<file path="src/rtl/systolic_feeder_pkg.sv">
// Shared sizing and FSM state type for the systolic array input feeder.
package systolic_feeder_pkg;

   localparam int N        = 4;
   localparam int NUM_BITS = 8;

   typedef enum logic [1:0] {
      LOAD   = 2'd0,
      ARMED  = 2'd1,
      STREAM = 2'd2
   } feeder_state_t;

endpackage

</file>
<file path="src/rtl/operand_skew.sv">
// One N x N operand buffer that emits N diagonally skewed, zero-padded edge lanes.
// TRANSPOSE=0 reads mem[lane][t-lane] (west edge), TRANSPOSE=1 reads mem[t-lane][lane] (north edge).
module operand_skew #(
   parameter int N         = 4,
   parameter int NUM_BITS  = 8,
   parameter bit TRANSPOSE = 1'b0
) (
   input  logic                         clk_i,
   input  logic                         rst_ni,
   input  logic                         wr_en_i,
   input  logic [((N > 1) ? $clog2(N) : 1)-1:0] wr_row_i,
   input  logic [N-1:0][NUM_BITS-1:0]   row_i,
   input  logic                         en_i,
   input  logic [$clog2(2*N)-1:0]       t_i,
   output logic [N-1:0][NUM_BITS-1:0]   lane_o
);

   localparam int R_W = (N > 1) ? $clog2(N) : 1;
   localparam int T_W = $clog2(2 * N);

   logic [N-1:0][NUM_BITS-1:0] mem_q [N];
   logic [N-1:0][NUM_BITS-1:0] lane_d;
   logic [N-1:0][NUM_BITS-1:0] lane_q;
   logic [R_W-1:0]             k;

   // Operand storage carries no reset: its contents are meaningless until a full load.
   always_ff @(posedge clk_i) begin
      if (wr_en_i) begin
         mem_q[wr_row_i] <= row_i;
      end
   end

   // Lane l sees element k = t - l only while that index lies inside the matrix.
   always_comb begin
      lane_d = '0;
      k      = '0;
      for (int l = 0; l < N; l++) begin
         if (en_i && (t_i >= T_W'(l)) && ((t_i - T_W'(l)) < T_W'(N))) begin
            k         = R_W'(t_i - T_W'(l));
            lane_d[l] = TRANSPOSE ? mem_q[k][l] : mem_q[l][k];
         end else begin
            lane_d[l] = '0;
         end
      end
   end

   always_ff @(posedge clk_i or negedge rst_ni) begin
      if (!rst_ni) begin
         lane_q <= '0;
      end else begin
         lane_q <= lane_d;
      end
   end

   assign lane_o = lane_q;

endmodule

</file>
<file path="src/rtl/systolic_feeder.sv">
// Loads A and B one row per beat, then streams them skewed into the array's west/north edges.
module systolic_feeder #(
   parameter int N        = systolic_feeder_pkg::N,
   parameter int NUM_BITS = systolic_feeder_pkg::NUM_BITS
) (
   input  logic                       clk_i,
   input  logic                       rst_ni,
   input  logic                       wr_valid_i,
   output logic                       wr_ready_o,
   input  logic [N-1:0][NUM_BITS-1:0] a_row_i,
   input  logic [N-1:0][NUM_BITS-1:0] b_row_i,
   output logic                       armed_o,
   input  logic                       start_i,
   output logic                       busy_o,
   output logic [N-1:0][NUM_BITS-1:0] west_o,
   output logic [N-1:0][NUM_BITS-1:0] north_o,
   output logic                       out_valid_o,
   output logic                       done_o
);

   import systolic_feeder_pkg::*;

   localparam int R_W = (N > 1) ? $clog2(N) : 1;
   localparam int T_W = $clog2(2 * N);
   localparam logic [R_W-1:0] ROW_LAST = R_W'(N - 1);
   localparam logic [T_W-1:0] T_LAST   = T_W'(2 * N - 2);

   feeder_state_t  state_q, state_d;
   logic [R_W-1:0] row_cnt_q, row_cnt_d;
   logic [T_W-1:0] t_q, t_d;
   logic           done_q, done_d;
   logic           wr_en;
   logic           lane_en;

   always_ff @(posedge clk_i or negedge rst_ni) begin
      if (!rst_ni) begin
         state_q   <= LOAD;
         row_cnt_q <= '0;
         t_q       <= '0;
         done_q    <= 1'b0;
      end else begin
         state_q   <= state_d;
         row_cnt_q <= row_cnt_d;
         t_q       <= t_d;
         done_q    <= done_d;
      end
   end

   always_comb begin
      state_d   = state_q;
      row_cnt_d = row_cnt_q;
      t_d       = t_q;
      done_d    = 1'b0;
      wr_en     = 1'b0;
      case (state_q)
         LOAD: begin
            if (wr_valid_i) begin
               wr_en = 1'b1;
               if (row_cnt_q == ROW_LAST) begin
                  row_cnt_d = '0;
                  state_d   = ARMED;
               end else begin
                  row_cnt_d = row_cnt_q + R_W'(1);
               end
            end else begin
               row_cnt_d = row_cnt_q;
            end
         end
         ARMED: begin
            if (start_i) begin
               state_d = STREAM;
               t_d     = '0;
            end else begin
               state_d = ARMED;
            end
         end
         STREAM: begin
            if (t_q == T_LAST) begin
               state_d   = LOAD;
               row_cnt_d = '0;
               t_d       = '0;
               done_d    = 1'b1;
            end else begin
               t_d = t_q + T_W'(1);
            end
         end
         default: begin
            state_d   = LOAD;
            row_cnt_d = '0;
            t_d       = '0;
         end
      endcase
   end

   // Lanes are registered, so they are computed from the stream index of the coming cycle.
   assign lane_en = (state_d == STREAM);

   operand_skew #(
      .N         (N),
      .NUM_BITS  (NUM_BITS),
      .TRANSPOSE (1'b0)
   ) u_skew_a (
      .clk_i    (clk_i),
      .rst_ni   (rst_ni),
      .wr_en_i  (wr_en),
      .wr_row_i (row_cnt_q),
      .row_i    (a_row_i),
      .en_i     (lane_en),
      .t_i      (t_d),
      .lane_o   (west_o)
   );

   operand_skew #(
      .N         (N),
      .NUM_BITS  (NUM_BITS),
      .TRANSPOSE (1'b1)
   ) u_skew_b (
      .clk_i    (clk_i),
      .rst_ni   (rst_ni),
      .wr_en_i  (wr_en),
      .wr_row_i (row_cnt_q),
      .row_i    (b_row_i),
      .en_i     (lane_en),
      .t_i      (t_d),
      .lane_o   (north_o)
   );

   assign wr_ready_o  = (state_q == LOAD);
   assign armed_o     = (state_q == ARMED);
   assign busy_o      = (state_q == STREAM);
   assign out_valid_o = (state_q == STREAM);
   assign done_o      = done_q;

endmodule

</file>
<file path="config.mk">
export PLATFORM = sky130hd
export DESIGN_NAME = systolic_feeder
export DESIGN_NICKNAME = d
export VERILOG_FILES = /design/src/rtl/systolic_feeder_pkg.sv /design/src/rtl/operand_skew.sv /design/src/rtl/systolic_feeder.sv
export SDC_FILE = /design/constraint.sdc
export NUM_CORES = 1
export LEC_CHECK = 0
export CAP_MARGIN = 20
export CORE_ASPECT_RATIO = 2
export CORE_MARGIN = 8
export CORE_UTILIZATION = 42
export DETAILED_ROUTE_END_ITERATION = 10
export PLACE_DENSITY = 0.66
export SKIP_CTS_REPAIR_TIMING = 1
export SLEW_MARGIN = 15
export SYNTH_ARGS = -nofsm -noshare
export SYNTH_HDL_FRONTEND = slang
export SYNTH_SLANG_ARGS = --single-unit
</file>
<file path="constraint.sdc">
create_clock -name clk_i -period 8 [get_ports clk_i]
set_input_delay 1.6 -clock clk_i [delete_from_list [all_inputs] [get_ports clk_i]]
set_output_delay 1.6 -clock clk_i [all_outputs]
set_load 0.03 [all_outputs]
</file>
==> After elaboration in Yosys (flattened, before gate mapping) <==
Memory sizes are Yosys's and may differ from the RTL's.
Index checks and enable logic that the tools add are counted.
W data, S select, Z words.
{ "totals": {"elab_cells": 83, "in_bits": 68, "out_inout_bits": 69, "latchBits": 0, "reg_bits": 72, "romBits": 0, "ramBits": 256, "n_memories": 2} }
{ "classes": {"bitwise": 1, "order_cmp": 12, "n_reduce_logical": 10, "shifts": 0, "eq_ne": 7, "addsub": 5, "n_div": 0, "n_mux": 34, "mul": 0} }
{ "memory_table": {"columns": ["memory", "words", "width", "read_ports", "rd_clocked_by_memory_dff", "write_ports", "line", "source"], "rows": [
  ["u_skew_a.mem_q", 4, 32, 4, 0, 1, "operand_skew.sv:21", "logic [N-1:0][NUM_BITS-1:0] mem_q [N];"],
  ["u_skew_b.mem_q", 4, 32, 4, 0, 1, "operand_skew.sv:21", null]
]} }
{ "op_table": {"columns": ["op", "n"], "rows": [
  ["$mux W8", 12],
  ["$bmux W8 S2", 4],
  ["$mux W2", 7],
  ["$lt A2 B3 Y1 const B", 4],
  ["$lt A3 B3 Y1 const B", 4],
  ["$pmux W2 S3", 2],
  ["$pmux W3 S3", 1],
  ["$logic_and A1 B1 Y1", 8],
  ["$eq A2 B2 Y1 const B", 3],
  ["$ge A3 B1 Y1 const B", 2],
  ["$ge A3 B2 Y1 const B", 2],
  ["$mux W1", 6],
  ["$mux W3", 2],
  ["$sub A3 B2 Y3 const B", 2],
  ["$add A3 B1 Y3 const B", 1],
  ["$eq A3 B3 Y1 const B", 1],
  ["$reduce_and A3 Y1", 1],
  ["$sub A3 B1 Y3 const B", 1],
  ["$add A2 B1 Y2 const B", 1],
  ["$eq A2 B1 Y1 const B", 1],
  ["$logic_not A2 Y1", 1],
  ["$ne A2 B1 Y1 const B", 1],
  ["$ne A2 B2 Y1 const B", 1],
  ["$not A1 Y1", 1]
]} }

==> Logic depth before layout (Yosys ltp) <==
{ "depth": {"ltp_word": 8, "depth_mapped": 13, "mapped_depth_nobuf": 9} }

==> By module <==
From an unflattened synthesis, not the netlist that was laid out.
{ "unflattened": {"hier_cells": 558, "hier_area_um2": 12214.2} }
{ "by_module_without_submodules": {"columns": ["module", "instances", "cells_per_inst", "area_each_um2"], "rows": [
  ["operand_skew at u_skew_b", 1, 258, 5889.4],
  ["operand_skew at u_skew_a", 1, 258, 5881.9],
  ["systolic_feeder", 1, 42, 442.9]
]} }

==> Worst setup path after synthesis <==
OpenSTA, ideal clock, no wires.
{ "synth_path": {"path_kind": "input to register", "from": "input port start_i", "to": "register u_skew_a.lane_q (netlist bit u_skew_a.lane_o[10])", "cell_stages": 11, "required_time_ns": 7.927, "path_slack_ns": 4.121, "path_buffers": 3, "t_arrival_ns": 3.806, "path_cell_list": "nor2_1 -> a22oi_1 -> nand2_1 -> buf_2 -> buf_1 -> inv_1 -> ha_1 -> or3_1 -> a221o_1 -> buf_2 -> nor2b_1"} }
{ "synth_rtl": {"columns": ["element", "line", "source"], "rows": [
  ["from (decl)", "systolic_feeder.sv:13", "input logic start_i,"],
  ["to (signal assigned)", "operand_skew.sv:51", "lane_q <= lane_d;"],
  ["to (decl)", "operand_skew.sv:23", "logic [N-1:0][NUM_BITS-1:0] lane_q;"]
]} }

==> qor.yml <==
yosys.area_share.xor_xnor_pct: 0
fin_skew_ns: 0.01917
syn_area_um2: 12090
cp_data_required_time_ns: 8.48
ys_warn_count: 0
synth_compound_area_share_pct: 5.506
wl_per_cell_um: 21.85
syn_area_per_cell_um2: 18.26
maxCapViolations: 0
finalHoldViolCount: 0
numCtsBuffers: 29
period_share_pct: 59.08
seq_area_frac_synth_pct: 78.49
synth_cells: 662
crit_chain: "clkdlybuf4s50_1 -> nor2_1 -> a22oi_2 -> buf_4 -> nand2_2 -> buf_4 -> inv_1 -> ha_1 -> or3_1 -> a221o_1 -> nor2b_1"
fmax_mhz: 211.6
firstDrtPassIters: 5
synth_mux_area_share_pct: 6.055
peakVddDrop_mv: 0.2345
synthDistinctLibCells: 36
drt_iter0_drc: 375
grt-ovfl-total: 0
worst_path_max_delay_cell: "a221o_1"
hold_class: "register to register"
final_area_um2: 14760
grt_pass1_wl_um: 39430
routed-via-count: 6444
criticalPathCategory: "primary input to register"
yosys_register_bits: 328
grt_pass1_vias: 6607
cts_buffer_depth: 3
io_pins: 137
clockRootBuffer: "clkbuf_16"
nets: 873
final_max_slew_viol_count: 0
crit_path_end_kind: "register"
start_util_pct: 42.23
tritoncts: "yes"
die_h_um: 255.9
arrival_ns: 5.21
critPathMaxStageDelay_ns: 0.65
placedCellCount: 1123
synth_nets: 741
drc: 0
drive_above_1_share_pct: 11.51
crit_family: "buffers and inverters"
cp.buffers_inverters: 4
htree_num_levels: 1
clk-insertion-delay-late_ns: 0.56
gp_congestion: 0.7286
leakage_nw: 5.208
relSlewSlack_pct: 30.97
setup_violations: 0
numPortBuffers: 136
row_count: 88
holdWs_ns: 0.5452
clk_pin_slew_worst_paths_ns: 0.06
synth_fa_ha_area_share_pct: 1.138
grt_max_degree: 69
setup-tns-final_ns: 0
area_growth_pct: 22.13
p_total_mw: 5.970
hpwl_um: 14590
n_antenna_cell: 0
drt_wl_total_um: 25720
cts.sinks: 328
power.density_nw_per_um2: 404.3
post_dp_cell_area_um2: 13790
die_area_um2: 34800
synth_top_family_by_area: "simple AND/OR/NAND/NOR gates"
status: "finished clean"
core-area_um2: 28630
critPathLaunchType: "primary input"
period_minus_slack_ns: 4.727
rsz0062_at_grt: "false"
tightest_slew_ns: 1.036
drt.antenna.violating_nets: 0
instances_no_fill: 1177
antenna_found_initial: 0
viasPerCell: 5.475
synth-simple-area-share_pct: 6.955
grtUsageTotal_pct: 14.75
worstPathMaxFanout: 68
crit_path_frequent_cell: "buf_4"
fp.dieW_um: 136.0
[worst register-to-register path, cell delays in order (launching register included)]
cell	delay, ns
dfrtp_1	0.54
nor2b_1	0.48
a22oi_2	0.09
buf_4	0.34
nand2_2	0.18
buf_4	0.59
inv_1	0.25
ha_1	0.25
or3_1	0.37
a221o_1	0.65
nor2b_1	0.24
[flip-flops by register name, summed over array words and instances, names as in the netlist]
| register | count |
|---|---|
| row_cnt_q | 2 |
| u_skew_b.lane_o | 32 |
| u_skew_a.lane_o | 32 |
| state_q | 2 |
| u_skew_b.mem_q | 128 |
| t_q | 3 |
| done_o | 1 |
| u_skew_a.mem_q | 128 |
[metal layers]
metal  GRT usage (%)  vias up  share of wire, %
li1                -     2864                 -
met1           19.46     3350                42
met2           24.22      198                50
met3           3.027       32               6.4
met4           3.866        0               1.8
met5               0        -                 0
[report_power, final]
group / switching, mW / leakage (nW) / internal (mW)
clock: 0.611 / 0.467 / 0.805
combinational: 1.32 / 1.42 / 0.880
sequential: 0.118 / 3.32 / 2.23
total: 2.05 / 5.21 / 3.92
[cell type report]
cell class	count	area [um^2]
Inverter	11	41.29
Clock inverter	16	173.9
Fill cell	2345	13860
Timing Repair Buffer	142	1404
Tap cell	360	450.4
Multi-Input combinational cell	282	2406
Clock buffer	38	799.5
Sequential cell	328	9489
[layout by cell type (no fill, tap or decap), types with 4 or more instances in the layout]
cell / netlist / layout
clkbuf_1: 24 / 5
clkinvlp_4: 0 / 4
a211oi_1: 32 / 32
and3_1: 36 / 32
clkbuf_16: 0 / 29
nor2_1: 6 / 6
clkinv_2: 0 / 4
dfrtp_1: 72 / 72
a311oi_1: 32 / 32
mux4_2: 29 / 29
clkdlybuf4s50_1: 0 / 135
buf_4: 5 / 7
and3_4: 0 / 4
inv_1: 10 / 10
nor2b_1: 37 / 37
clkbuf_8: 0 / 4
nand2_1: 38 / 37
o21ai_0: 5 / 5
edfxtp_1: 256 / 256
nand3_1: 32 / 32
ha_1: 11 / 10
[worst paths after layout]
kind,from,endpoint,slack [ns],cells after the start
hold reg to reg,u_skew_a.mem_q[2][8],u_skew_a.lane_o[16],0.55,2
hold / removal,u_skew_a.mem_q[2][8],u_skew_a.lane_o[16],0.55,2
setup / recovery,start_i,u_skew_b.lane_o[9],3.27,11
max in group asynchronous,rst_ni,u_skew_b.lane_o[21],5.99,2
min in group asynchronous,rst_ni,u_skew_a.lane_o[14],0.87,1
setup reg to reg,state_q[1],u_skew_b.lane_o[9],3.95,10
[synth_stat cells (all sizes together)]
library cell,instances,share of area [%]
o21a,2,0.12
o32a,1,0.083
a221o,1,0.083
nand3b,1,0.062
nand2,39,1.2
o21ai,5,0.21
dfrtp,72,15
and3,36,1.9
mux4,32,6.1
nor4,1,0.052
a32oi,2,0.14
nor2,6,0.19
buf,17,0.77
nor3b,2,0.12
a211oi,32,2.0
and4b,1,0.083
inv,11,0.34
a211o,1,0.072
nand3,32,1.3
edfxtp,256,64
ha,11,1.1
clkbuf,24,0.75
a2111oi,1,0.072
nor2b,37,1.9
a31oi,1,0.052
a21oi,2,0.083
a22oi,1,0.062
a311oi,33,2.5
or3,2,0.11
[through the flow]
step	setup slack (ns)	util, %
global placement	2.777	48.17
floorplan	4.121	-
finish	3.273	51.57
global route	3.012	51.57
detailed placement	2.677	48.17
CTS	3.258	51.57
[cells by family after synthesis]
group / count (synthesis)
adders and majority gates: 11
buffers and inverters: 52
and+or+nand+nor: 157
DFF: 328
muxes: 32
AOI/OAI and AO/OA: 82
No activity file was read; power rests on OpenSTA's default activity.
